$ cat src/rtl/traffic_ctrl_2way.sv
// traffic_ctrl_2way: two-way intersection controller (main road / side road)
// with a countdown of the remaining ticks shown as BCD and on two 7-segment digits.
// The optional pedestrian walk phase is built only when TRAFFIC_PED_EN is defined.
// Without TRAFFIC_PED_EN, ped_req is ignored and walk is held low.
module traffic_ctrl_2way #(
    parameter int unsigned TICK_DIV     = 50000000,
    parameter int unsigned MAIN_GREEN_S = 16,
    parameter int unsigned SIDE_GREEN_S = 10,
    parameter int unsigned YELLOW_S     = 5,
    parameter int unsigned ALLRED_S     = 2,
    parameter int unsigned WALK_S       = 8
) (
    input  logic       CLOCK_50,
    input  logic       rst,
    input  logic       side_req,
    input  logic       ped_req,
    output logic [2:0] main_lt,
    output logic [2:0] side_lt,
    output logic       walk,
    output logic [2:0] phase,
    output logic [3:0] cnt_tens,
    output logic [3:0] cnt_ones,
    output logic [7:0] HEX1,
    output logic [7:0] HEX0
);

    localparam int unsigned DIV_W = $clog2(TICK_DIV);
    localparam logic [DIV_W-1:0] DIV_LAST = DIV_W'(TICK_DIV - 1);

    typedef enum logic [2:0] {
        MAIN_GREEN  = 3'd0,
        MAIN_YELLOW = 3'd1,
        ALL_RED_1   = 3'd2,
        SIDE_GREEN  = 3'd3,
        SIDE_YELLOW = 3'd4,
        ALL_RED_2   = 3'd5,
        WALK        = 3'd6
    } state_e;

    state_e           state_q, state_d;
    logic [6:0]       count_q, count_d;
    logic [DIV_W-1:0] div_q, div_d;
    logic             side_pend_q, side_pend_d;
    logic             tick;
    logic             expire;
    logic             any_pend;
    logic             ped_pend;
    logic [6:0]       rem;
    logic [3:0]       tens;

`ifdef TRAFFIC_PED_EN
    logic ped_pend_q, ped_pend_d;
    assign ped_pend = ped_pend_q;
`else
    logic ped_req_unused;
    localparam int unsigned WALK_S_UNUSED = WALK_S;
    assign ped_req_unused = ped_req;
    assign ped_pend       = 1'b0;
`endif

    assign any_pend = side_pend_q | ped_pend;

    // Duration loaded into the countdown on entry to each state.
    function automatic logic [6:0] dur(input state_e s);
        case (s)
            MAIN_GREEN:  return 7'(MAIN_GREEN_S);
            MAIN_YELLOW: return 7'(YELLOW_S);
            SIDE_GREEN:  return 7'(SIDE_GREEN_S);
            SIDE_YELLOW: return 7'(YELLOW_S);
`ifdef TRAFFIC_PED_EN
            WALK:        return 7'(WALK_S);
`endif
            default:     return 7'(ALLRED_S);
        endcase
    endfunction

    // Active-low segment patterns for one decimal digit.
    function automatic logic [7:0] seg7(input logic [3:0] d);
        case (d)
            4'd0:    return 8'hC0;
            4'd1:    return 8'hF9;
            4'd2:    return 8'hA4;
            4'd3:    return 8'hB0;
            4'd4:    return 8'h99;
            4'd5:    return 8'h92;
            4'd6:    return 8'h82;
            4'd7:    return 8'hF8;
            4'd8:    return 8'h80;
            4'd9:    return 8'h90;
            default: return 8'hFF;
        endcase
    endfunction

    // Tick divider, phase sequencing, countdown and sticky request flags.
    always_comb begin
        tick    = (div_q == DIV_LAST);
        div_d   = tick ? '0 : div_q + DIV_W'(1);
        expire  = tick && (count_q <= 7'd1);
        state_d = state_q;
        count_d = count_q;
        if (tick && (count_q > 7'd1)) begin
            count_d = count_q - 7'd1;
        end
        case (state_q)
            MAIN_GREEN:  if (expire && any_pend) state_d = MAIN_YELLOW;
            MAIN_YELLOW: if (expire) state_d = ALL_RED_1;
            ALL_RED_1:   if (expire) state_d = ped_pend ? WALK : SIDE_GREEN;
`ifdef TRAFFIC_PED_EN
            WALK:        if (expire) state_d = side_pend_q ? SIDE_GREEN : ALL_RED_2;
`endif
            SIDE_GREEN:  if (expire) state_d = SIDE_YELLOW;
            SIDE_YELLOW: if (expire) state_d = ALL_RED_2;
            ALL_RED_2:   if (expire) state_d = MAIN_GREEN;
            default:     state_d = ALL_RED_2;
        endcase
        if (state_d != state_q) begin
            count_d = dur(state_d);
        end
        // A request seen in the clearing cycle survives the clear.
        side_pend_d = side_req |
                      (side_pend_q & ~((state_d == SIDE_GREEN) && (state_q != SIDE_GREEN)));
`ifdef TRAFFIC_PED_EN
        ped_pend_d  = ped_req |
                      (ped_pend_q & ~((state_d == WALK) && (state_q != WALK)));
`endif
    end

    // State register with synchronous reset to the main-green start condition.
    always_ff @(posedge CLOCK_50) begin
        if (rst) begin
            state_q     <= MAIN_GREEN;
            count_q     <= 7'(MAIN_GREEN_S);
            div_q       <= '0;
            side_pend_q <= 1'b0;
`ifdef TRAFFIC_PED_EN
            ped_pend_q  <= 1'b0;
`endif
        end else begin
            state_q     <= state_d;
            count_q     <= count_d;
            div_q       <= div_d;
            side_pend_q <= side_pend_d;
`ifdef TRAFFIC_PED_EN
            ped_pend_q  <= ped_pend_d;
`endif
        end
    end

    // Lamp, walk and phase decode from the registered state.
    always_comb begin
        main_lt = 3'b100;
        side_lt = 3'b100;
        case (state_q)
            MAIN_GREEN:  main_lt = 3'b001;
            MAIN_YELLOW: main_lt = 3'b010;
            SIDE_GREEN:  side_lt = 3'b001;
            SIDE_YELLOW: side_lt = 3'b010;
            default:     ;
        endcase
`ifdef TRAFFIC_PED_EN
        walk = (state_q == WALK);
`else
        walk = 1'b0;
`endif
        phase = state_q;
    end

    // Binary countdown to two BCD digits by repeated subtraction of ten.
    always_comb begin
        rem  = count_q;
        tens = '0;
        for (int unsigned i = 0; i < 9; i++) begin
            if (rem >= 7'd10) begin
                rem  = rem - 7'd10;
                tens = tens + 4'd1;
            end
        end
        cnt_tens = tens;
        cnt_ones = rem[3:0];
    end

    // Seven-segment drive for both countdown digits.
    always_comb begin
        HEX1 = seg7(cnt_tens);
        HEX0 = seg7(cnt_ones);
    end

endmodule

$ cat config.mk
export PLATFORM = sky130hd
export DESIGN_NAME = traffic_ctrl_2way
export DESIGN_NICKNAME = d
export VERILOG_FILES = /design/src/rtl/traffic_ctrl_2way.sv
export SDC_FILE = /design/constraint.sdc
export NUM_CORES = 1
export LEC_CHECK = 0
export BUFFER_PORTS_ARGS = -buffer_cell sky130_fd_sc_hd__buf_2
export CELL_PAD_IN_SITES_DETAIL_PLACEMENT = 1
export CELL_PAD_IN_SITES_GLOBAL_PLACEMENT = 1
export CORE_ASPECT_RATIO = 2
export CORE_MARGIN = 2
export CORE_UTILIZATION = 45
export CTS_BUF_LIST = sky130_fd_sc_hd__clkbuf_8 sky130_fd_sc_hd__clkbuf_16
export DETAILED_ROUTE_END_ITERATION = 16
export MAX_ROUTING_LAYER = met4
export PLACE_DENSITY_LB_ADDON = 0.1
export SKIP_LAST_GASP = 1
export SLEW_MARGIN = 20
export SYNTH_ARGS = -nofsm -noshare
export SYNTH_HDL_FRONTEND = slang
export SYNTH_SLANG_ARGS = --single-unit
$ cat constraint.sdc
create_clock -name CLOCK_50 -period 8.8 [get_ports CLOCK_50]
set_input_delay 0 -clock CLOCK_50 [delete_from_list [all_inputs] [get_ports CLOCK_50]]
set_output_delay 0 -clock CLOCK_50 [all_outputs]
set_load 0.01 [all_outputs]
---- Word level (Yosys, flattened, before mapping) ----
Memory sizes are Yosys's and may differ from the RTL's.
Cells that the tools add are included.
storage, ports and cells
  register bits ........................... 37
  latch bits .............................. 0
  memory bits (writable) .................. 0
  memory bits (read-only) ................. 224
  input port bits ......................... 4
  output and inout port bits .............. 34
  word-level logic and storage cells ...... 89
  memories kept ........................... 2
cells by class
  add/subtract/negate cells ............... 19
  multiply operators ...................... 0
  div/mod/pow operators ................... 0
  magnitude comparators ................... 11
  equal/unequal tests ..................... 11
  shift operators ......................... 0
  mux-type cells .......................... 30
  bitwise logic cells ..................... 3
  reductions and logical operators ........ 9
memory list
  name             words  width  read ports  clocked after Yosys merged registers in  wr ports  line  RTL
  (no name shown)  16     7      1           0                                        0         79    case (d)
  (no name shown)  16     7      1           0                                        0         79
operator list
  operator               count
  $mux 7                 10
  $ge 7x4->1 const B     9
  $sub 7x4->7 const B    8
  $mux 4                 9
  $add 4x1->4 const B    8
  $add 26x1->26 const B  1
  $eq 26x26->1 const B   1
  $mux 3                 6
  $pmux 3 s6             1
  $pmux 5 s3             1
  $pmux 3 s2             2
  $eq 3x2->1 const B     3
  $eq 3x3->1 const B     3
  $gt 7x1->1 const B     1
  $le 7x1->1 const B     1
  $sub 7x1->7 const B    1
  $eq 3x1->1 const B     2
  $logic_not 3->1        2
  $logic_and 1x1->1      4
  $reduce_or 2->1        2
  $sub 4x4->4 const B    1
  $ne 3x2->1 const B     1
  $ne 3x3->1             1
  $reduce_bool 2->1      1
  4 further kinds        4

---- Longest topological paths before layout ----
Gate-level depths: netlist of run 1.
An unclocked memory read counts as a cell.
  depth in word-level cells ............... 19
  depth in mapped cells ................... 33
  mapped depth without buffers ............ 31

---- Least setup slack after synthesis of run 1 ----
No wires, ideal clock.
  path kind ............................... flip-flop to output port
  from .................................... reg count_q[1]
  to ...................................... out HEX1[4]
  arrival ................................. 6.638 ns
  data required time ...................... 8.800 ns
  slack ................................... 2.162 ns
  stages on the path, launching flop included .. 33
  buffers on the path ..................... 2
  cells stage by stage .................... dfxtp_1 > buf_2 > inv_1 > ha_1 > clkbuf_1 > nor2b_1 > a31oi_1 > and2_4 > nor2_2 > o31a_1 > o21ai_0 > xor2_1 > ha_1 > mux2_2 > ha_1 > mux2_2 > ha_1 > nand2_1 > nand2_1 > ha_1 > nand2_1 > o21ai_0 > ha_1 > inv_1 > o221ai_1 > ha_1 > mux2i_2 > inv_2 > ha_1 > mux2i_1 > a21oi_1 > o221ai_1 > a2bb2oi_1
between the ends
  word-level cells in the longest chain between the ends .. 19
  elaborated cells on any way between the ends .. 43
  those cells by class .................... 16 x add/sub; 9 x order compare; 17 x mux; 1 x memory
RTL lines
  what                                              line      RTL
  start: declaration                                41        logic [6:0] count_q, count_d;
  start signal: assignment                          132       count_q <= 7'(MAIN_GREEN_S);
  start signal: assignment                          140       count_q <= count_d;
  $sub 7x4->7 / $ge 7x4->1 (equally long branches)  174, 173
  $mux 7 / $mux 1 (equally long branches)           173       if (rem >= 7'd10) begin
  $sub 7x4->7, or another cell as far along         174       rem = rem - 7'd10;
  $mux 7 / $mux 4 (equally long branches)           173
  $sub 7x4->7, or another cell as far along         174
  $mux 7 / $mux 4 (equally long branches)           173
  $sub 7x4->7, or another cell as far along         174
  $mux 7 / $mux 4 (equally long branches)           173
  (+4 left out)                                     n/a
  $sub 7x4->7, or another cell as far along         174
  $mux 7 / $mux 4 (equally long branches)           173
  $sub 7x4->7, or another cell as far along         174
  $mux 7 / $mux 4 (equally long branches)           173
  $ge 7x4->1 / $add 4x1->4 (equally long branches)  173, 175
  $mux 4 (*)                                        173
  named net cnt_tens[1]                             21        output logic [3:0] cnt_tens,
  $mem_v2 16x7 (*)                                  n/a
  end: declaration                                  23        output logic [7:0] HEX1,
Mark *: on every way through the listed nets, which the timed path passes. The rest lies on a longest branch.

---- Worst setup path after layout of run 1 ----
  from .................................... reg count_q[2]
  to ...................................... out HEX1[4]
between the ends
  word-level cells in the longest chain between the ends .. 19
  elaborated cells on any way between the ends .. 43
  those cells by class .................... 16 x add/sub; 9 x order compare; 17 x mux; 1 x memory
RTL lines
  what                                              line
  $sub 7x4->7 / $ge 7x4->1 (equally long branches)  174, 173
  $mux 7 / $mux 1 (equally long branches)           173
  $sub 7x4->7, or another cell as far along         174
  $mux 7 / $mux 4 (equally long branches)           173
  $sub 7x4->7, or another cell as far along         174
  $mux 7 / $mux 4 (equally long branches)           173
  $sub 7x4->7, or another cell as far along         174
  $mux 7 / $mux 4 (equally long branches)           173
  (+3 left out)                                     n/a
  $mux 7 / $mux 4 (equally long branches)           173
  $sub 7x4->7, or another cell as far along         174
  $mux 7 / $mux 4 (equally long branches)           173
  $sub 7x4->7, or another cell as far along         174
  $mux 7 / $mux 4 (equally long branches)           173
  $ge 7x4->1 / $add 4x1->4 (equally long branches)  173, 175
  $mux 4 (*)                                        173
  $mem_v2 16x7 (*)                                  n/a
Every way passes the cells marked *; elsewhere a longest branch is shown, timed or not.

==> results of run 1 <==
[area by class of cell]
type / instances / area (sq um)
Sequential cell: 37 / 740.7
Fill cell: 1341 / 4996
Multi-Input combinational cell: 537 / 3729
Timing Repair Buffer: 41 / 227.7
Tap cell: 135 / 168.9
Clock buffer: 6 / 138.9
Clock inverter: 2 / 37.54
Inverter: 29 / 111.4
[worst register-to-register path, cell delays in order, from the launching register on]
cell and delay, ps:
dfxtp_1 350, nor4_1 380, nand3_1 170, nor4_1 670, nand3_1 300, nor2_1 220, o22a_1 260, a31oi_1 90
o22ai_1 220, nor2_1 50
[worst max path at each step]
stage	to	slack (ps)	depth (start not counted)
4_1_cts	HEX1[4]	270	28
3_5_place_dp	HEX1[4]	620	28
3_3_place_gp	HEX1[4]	900	28
6_report	HEX1[4]	520	29
2_1_floorplan	HEX1[4]	2160	32
5_1_grt	HEX1[4]	50	32
[flip-flops by register name, indices dropped and copies added, names as in the netlist]
signal / count
count_q: 7
phase: 3
div_q: 26
any_pend: 1
[what timing repair did]
item / 4_1_cts / 5_1_grt
hold buffers: 1 / 0
endpoints found under the setup margin: 0 / 10
resized for setup: 0 / 7
hold endpoints to repair: 1 / 0
[power groups by stage]
stage / Combinational, mW / Sequential, mW / Clock [mW]
global route: 0.00838 / 0.170 / 0.223
floorplan: 0.00645 / 0.174 / 0
global placement: 0.00674 / 0.174 / 0
finish: 0.00730 / 0.170 / 0.213
detailed placement: 0.00714 / 0.174 / 0
CTS: 0.00752 / 0.170 / 0.217
[per-stage QoR]
| step | hold slack, ps | setup WS (ps) | power [mW] | area (sq um) |
|---|---|---|---|---|
| 2_1_floorplan | 117.4 | 2162 | 0.1801 | 4696 |
| 3_3_place_gp | 206.8 | 898.5 | 0.1807 | 4928 |
| 3_5_place_dp | 215.6 | 616.2 | 0.1813 | 4928 |
| 4_1_cts | 39.13 | 269.7 | 0.3952 | 5115 |
| 5_1_grt | 57.34 | 49.98 | 0.4015 | 5154 |
| 6_report | 40.67 | 515.6 | 0.3908 | 5154 |
[per-layer routing]
layer  wire (microns)  part of all wire [%]  global-route usage [%]
met3              270                   1.8                   2.124
met5                0                     0                       -
met4              946                   6.4                   18.36
met2             8767                    59                   55.88
met1             4821                    33                   22.05
[layout by cell type, fill, tap and decap left out, types with 8 or more instances in the layout]
| cell | instances |
|---|---|
| a211oi_1 | 13 |
| a21oi_1 | 31 |
| and3_1 | 10 |
| buf_2 | 33 |
| dfxtp_1 | 37 |
| ha_1 | 24 |
| inv_1 | 26 |
| mux2i_1 | 8 |
| nand2_1 | 58 |
| nand2b_1 | 8 |
| nand3_1 | 24 |
| nand4_1 | 12 |
| nor2_1 | 73 |
| nor2b_1 | 8 |
| nor3_1 | 23 |
| o211ai_1 | 12 |
| o21a_1 | 8 |
| o21ai_0 | 20 |
| xnor2_1 | 25 |
| xor2_1 | 24 |
[cell families (layout without fill, tap and decap cells)]
| family | count (synthesis) | in the layout | synth area share, % |
|---|---|---|---|
| compound gates | 182 | 182 | 30.00 |
| xor+xnor | 55 | 55 | 11.23 |
| fa+ha+maj | 25 | 25 | 6.667 |
| buf+inv | 57 | 78 | 5.653 |
| flops | 37 | 37 | 15.79 |
| mux | 17 | 17 | 4.107 |
| other cells | 2 | 3 | 0.1601 |
| simple gates | 255 | 255 | 26.40 |
==> results.yml, run 1 <==
synth:
  synth_edf_count: 0
  synthCells: 630
  ys_types: 93
  synth_largest_area_cell: "dfxtp_1"
  synthArstFlopShare_pct: 0
  netlist_top_cells_count: "73 x nor2_1, 58 x nand2_1, 37 x dfxtp_1"
  syn_area_sq_mm: 0.004692
  synth-seq-area-share_pct: 15.79
  ys_seq_elements: 37
  yosys_warnings: 0
  synth_flop_cell: "dfxtp_1"
  yosysMostFrequentCell: "nor2_1"
  avgSynthCellArea_sq_um: 7.448
  synth.area.top_cells: "dfxtp_1 16%, ha_1 6.7%, nor2_1 5.8%, xnor2_1 4.7%, nand2_1 4.6%"
  synth_top_area_share_pct: 15.79
worst_setup_path:
  worst_path_most_repeated_cell: "ha_1"
  regToRegStartpoint: "div_q[9]"
  crit_family: "compound AO/OA/AOI/OAI gates"
  path_class: "flop to primary output"
  crit_arrival_ps: 8280
  reg2reg_depth: 9
  cp-startpoint: "count_q[2]"
  r2r_slack_ps: 5970
  crit_slowest_cell: "o41ai_1"
  worstPathRequired_ps: 8800
  reg2reg_to: "count_q[1]"
  slowest_delay_ps: 740
  cp_num_buf_inv: 4
  cp_max_fo: 9
  cp-end-kind: "primary output"
  crit_path_start_kind: "flop"
pwr:
  p_sw_uw: 77.99
  pwr-share-seq_pct: 43.6
  p_clk_share_pct: 54.5
  combPwrFrac_pct: 1.9
  peakVddDrop_mv: 0.1129
  swShare_pct: 19.96
  power.internal_uw: 312.8
  pwr_density_cell_mw_per_mm2: 75.83
  leakage_nw: 1.973
min_path:
  hp-class: "input port to flop"
  min-delay-start: "rst"
  min_path_cells: 2
  min_to: "any_pend"
detailed_routing:
  num_vias: 4913
  drc: 0
  drt_iter0_drc: 127
  wirelength_mm: 14.81
  postRouteAntennaNets: 0
  firstDrtPassIters: 6
  wl_per_cell_microns: 18.81
  via_per_inst: 6.243
job:
  cap_violations: 0
timing:
  fmax_mhz: 120.7
  worst_slew_pin_slew_ps: 913.8
  rsz0062_at_grt: "false"
  finalCritPeriodShare_pct: 94.14
  period_needed_ps: 8284
  slew_headroom_pct: 38.61
  setup_violations: 0
  slew_viol_final: 0
  setup_tns_ps: 0
  report.final.hold_viol_count: 0
  skew_ps: 3.890
grt:
  grt_usage_pct: 27.21
  grt_pass1_wl_mm: 24.60
  antenna_found_initial: 0
  first_global_vias: 5209
  grt-ovfl-total: 0
  grt_max_degree: 26
placement:
  hpwl_mm: 12.16
  gp_congestion: 0.9429
  port_buffers: 33
  placedCellCount: 778
cts:
  postCtsSetupBuffers: 0
  cts_sinks: 37
  max-clock-path-buffers: 2
  tritoncts: "built"
  h-tree-depth: 2
  cts-buffers-inserted: 5
  clk_pin_slew_worst_paths_ps: 60
  cts_root_buf: "clkbuf_16"
  clk_latency_ps: 290
die:
  fp-row-count: 52
  die_x_microns: 76.21
  core_sq_mm: 0.01015
  initial_core_util_pct: 46.23
  io_pins: 38
  die_h_microns: 148.4
  dieArea_sq_mm: 0.01131
layout:
  fin_util_pct: 50.78
  layoutNonFillerInstCount: 787
  areaGrowthSynthToFinish_pct: 9.840
  antenna-diode-count: 0
  final_net_count: 680
  layout-drive-gt1-share_pct: 15.49
outcome:
  status: "finished, final reports clean"
No activity file was read; power rests on OpenSTA's default activity.
==> run 2: changes to the inputs <==
==> constraint.sdc (replaced) <==
create_clock -name CLOCK_50 -period 8.8 [get_ports CLOCK_50]
set_input_delay 0 -clock CLOCK_50 [delete_from_list [all_inputs] [get_ports CLOCK_50]]
set_output_delay 0 -clock CLOCK_50 [all_outputs]
set_load 0.1 [all_outputs]
==> run 2 against run 1 <==
Compared with the run above:
- sequential share of layout area decreased by 0.10 points
- final area increased by 0.70%
- combinational power increased by 68%
- first-iteration DRC count increased by 23%
- critical path depth increased by 1
==> results.yml, run 2 (synthesis results as in run 1) <==
cts:
  max-clock-path-buffers: 2
  cts_root_buf: "clkbuf_16"
  clk_latency_ps: 280
  tritoncts: "built"
  h-tree-depth: 2
  clk_pin_slew_worst_paths_ps: 50
  cts_sinks: 37
  cts-buffers-inserted: 5
worst_setup_path:
  crit_path_start_kind: "flop"
  cp-end-kind: "primary output"
  worstPathRequired_ps: 8800
  crit_arrival_ps: 8270
  slowest_delay_ps: 540
  r2r_slack_ps: 6000
  path_class: "flop to primary output"
  cp_max_fo: 8
  reg2reg_depth: 9
  reg2reg_to: "count_q[3]"
  crit_slowest_cell: "or3_1"
  regToRegStartpoint: "div_q[9]"
  cp-startpoint: "count_q[2]"
layout:
  regMostFlops: "div_q"
  layout-drive-gt1-share_pct: 15.98
  areaGrowthSynthToFinish_pct: 10.61
  antenna-diode-count: 0
  final_net_count: 686
  largest_register_ffs: 26
  layoutNonFillerInstCount: 792
  mostFrequentLayoutCell: "nor2_1"
  final_cell_mix: "73 x nor2_1, 58 x nand2_1, 37 x dfxtp_1, 33 x buf_2, 31 x a21oi_1"
  fin_area_sq_mm: 0.005190
die:
  die_h_microns: 148.4
  die_x_microns: 76.21
  io_pins: 38
  dieArea_sq_mm: 0.01131
  core_sq_mm: 0.01015
  fp-row-count: 52
  initial_core_util_pct: 46.23
timing:
  setup_tns_ps: 0
  setup_violations: 0
  fmax_mhz: 120.9
  skew_ps: 3.332
  finalCritPeriodShare_pct: 93.99
  period_needed_ps: 8271
  rsz0062_at_grt: "false"
  worst_slew_pin_slew_ps: 915.5
  slew_viol_final: 0
  slew_headroom_pct: 38.50
  report.final.hold_viol_count: 0
  whs_ps: 51.31
grt:
  grt_usage_pct: 27.20
  grt_max_degree: 26
  grt-ovfl-total: 0
  antenna_found_initial: 0
  first_global_vias: 5162
  grt_pass1_wl_mm: 24.50
job:
  cap_violations: 0
detailed_routing:
  via_per_inst: 6.153
  wirelength_mm: 14.92
  drc: 0
  wl_per_cell_microns: 18.84
  firstDrtPassIters: 4
  drt_iter0_drc: 156
  num_vias: 4873
  postRouteAntennaNets: 0
outcome:
  status: "finished, final reports clean"
placement:
  port_buffers: 33
  gp_congestion: 0.9133
  placedCellCount: 784
  hpwl_mm: 12.22
  place_area_sq_mm: 0.004974
pwr:
  peakVddDrop_mv: 0.1209
  leakage_nw: 2.004
  pwr_density_cell_mw_per_mm2: 73.50
min_path:
  min_to: "count_q[1]"
  min_path_cells: 2
  min-delay-start: "rst"
  hp-class: "input port to flop"
==> run 2: per-layer routing <==
metal	part of all wire (%)	wire length, microns	up-vias	global-route usage [%]
li1	-	-	2354	-
met2	59	8833	99	56.42
met5	0	0	-	-
met3	1.7	254	70	1.699
met1	32	4784	2350	21.53
met4	7.0	1047	0	19.09
==> run 2: area by class of cell <==
cell class              count  area, sq um
flip-flops and latches     37        740.7
multi-input cells         537         3736
fillers                  1346         4960
repair buffers             47        272.8
clock inverters             2        35.03
clock buffers               5        125.1
inverters                  29        111.4
well taps                 135        168.9
==> run 2: worst max-delay path by stage <==
stage               endpoint  slack (ps)  depth (start not counted)
global route         HEX1[6]          30                         30
CTS                  HEX1[0]         170                         29
global placement     HEX1[4]         830                         29
detailed placement   HEX1[0]         500                         29
finish               HEX1[6]         530                         30
floorplan            HEX1[4]         570                         32
==> run 2: worst max-delay path, delay by kind of cell, from the launching register on <==
kind            cells  cell delay, ps
flops               1             310
xor+xnor            2             550
simple gates        6            1730
compound gates     14            3660
buf+inv             5             930
fa+ha+maj           3             810
==> run 2: power breakdown <==
group / switching (mW) / internal, mW / leakage (nW)
combinational: 0.00988 / 0.00239 / 1.63
sequential: 0.00127 / 0.169 / 0.299
clock: 0.0674 / 0.131 / 0.0797
==> run 2: what timing repair did <==
action	CTS	global route
endpoints found under the hold margin	1	0
buffers inserted	0	0
setup endpoints to repair	0	13
resized for setup	0	6
hold buffers	1	0
==> run 2: per-stage QoR <==
| step | utilization, % | setup slack, ps | power, mW |
|---|---|---|---|
| floorplan | - | 572.7 | 0.1852 |
| global placement | 49.00 | 828.2 | 0.1857 |
| detailed placement | 49.00 | 495.0 | 0.1860 |
| CTS | 50.68 | 170.6 | 0.3848 |
| global route | 51.13 | 25.16 | 0.3900 |
| finish | 51.13 | 529.2 | 0.3815 |
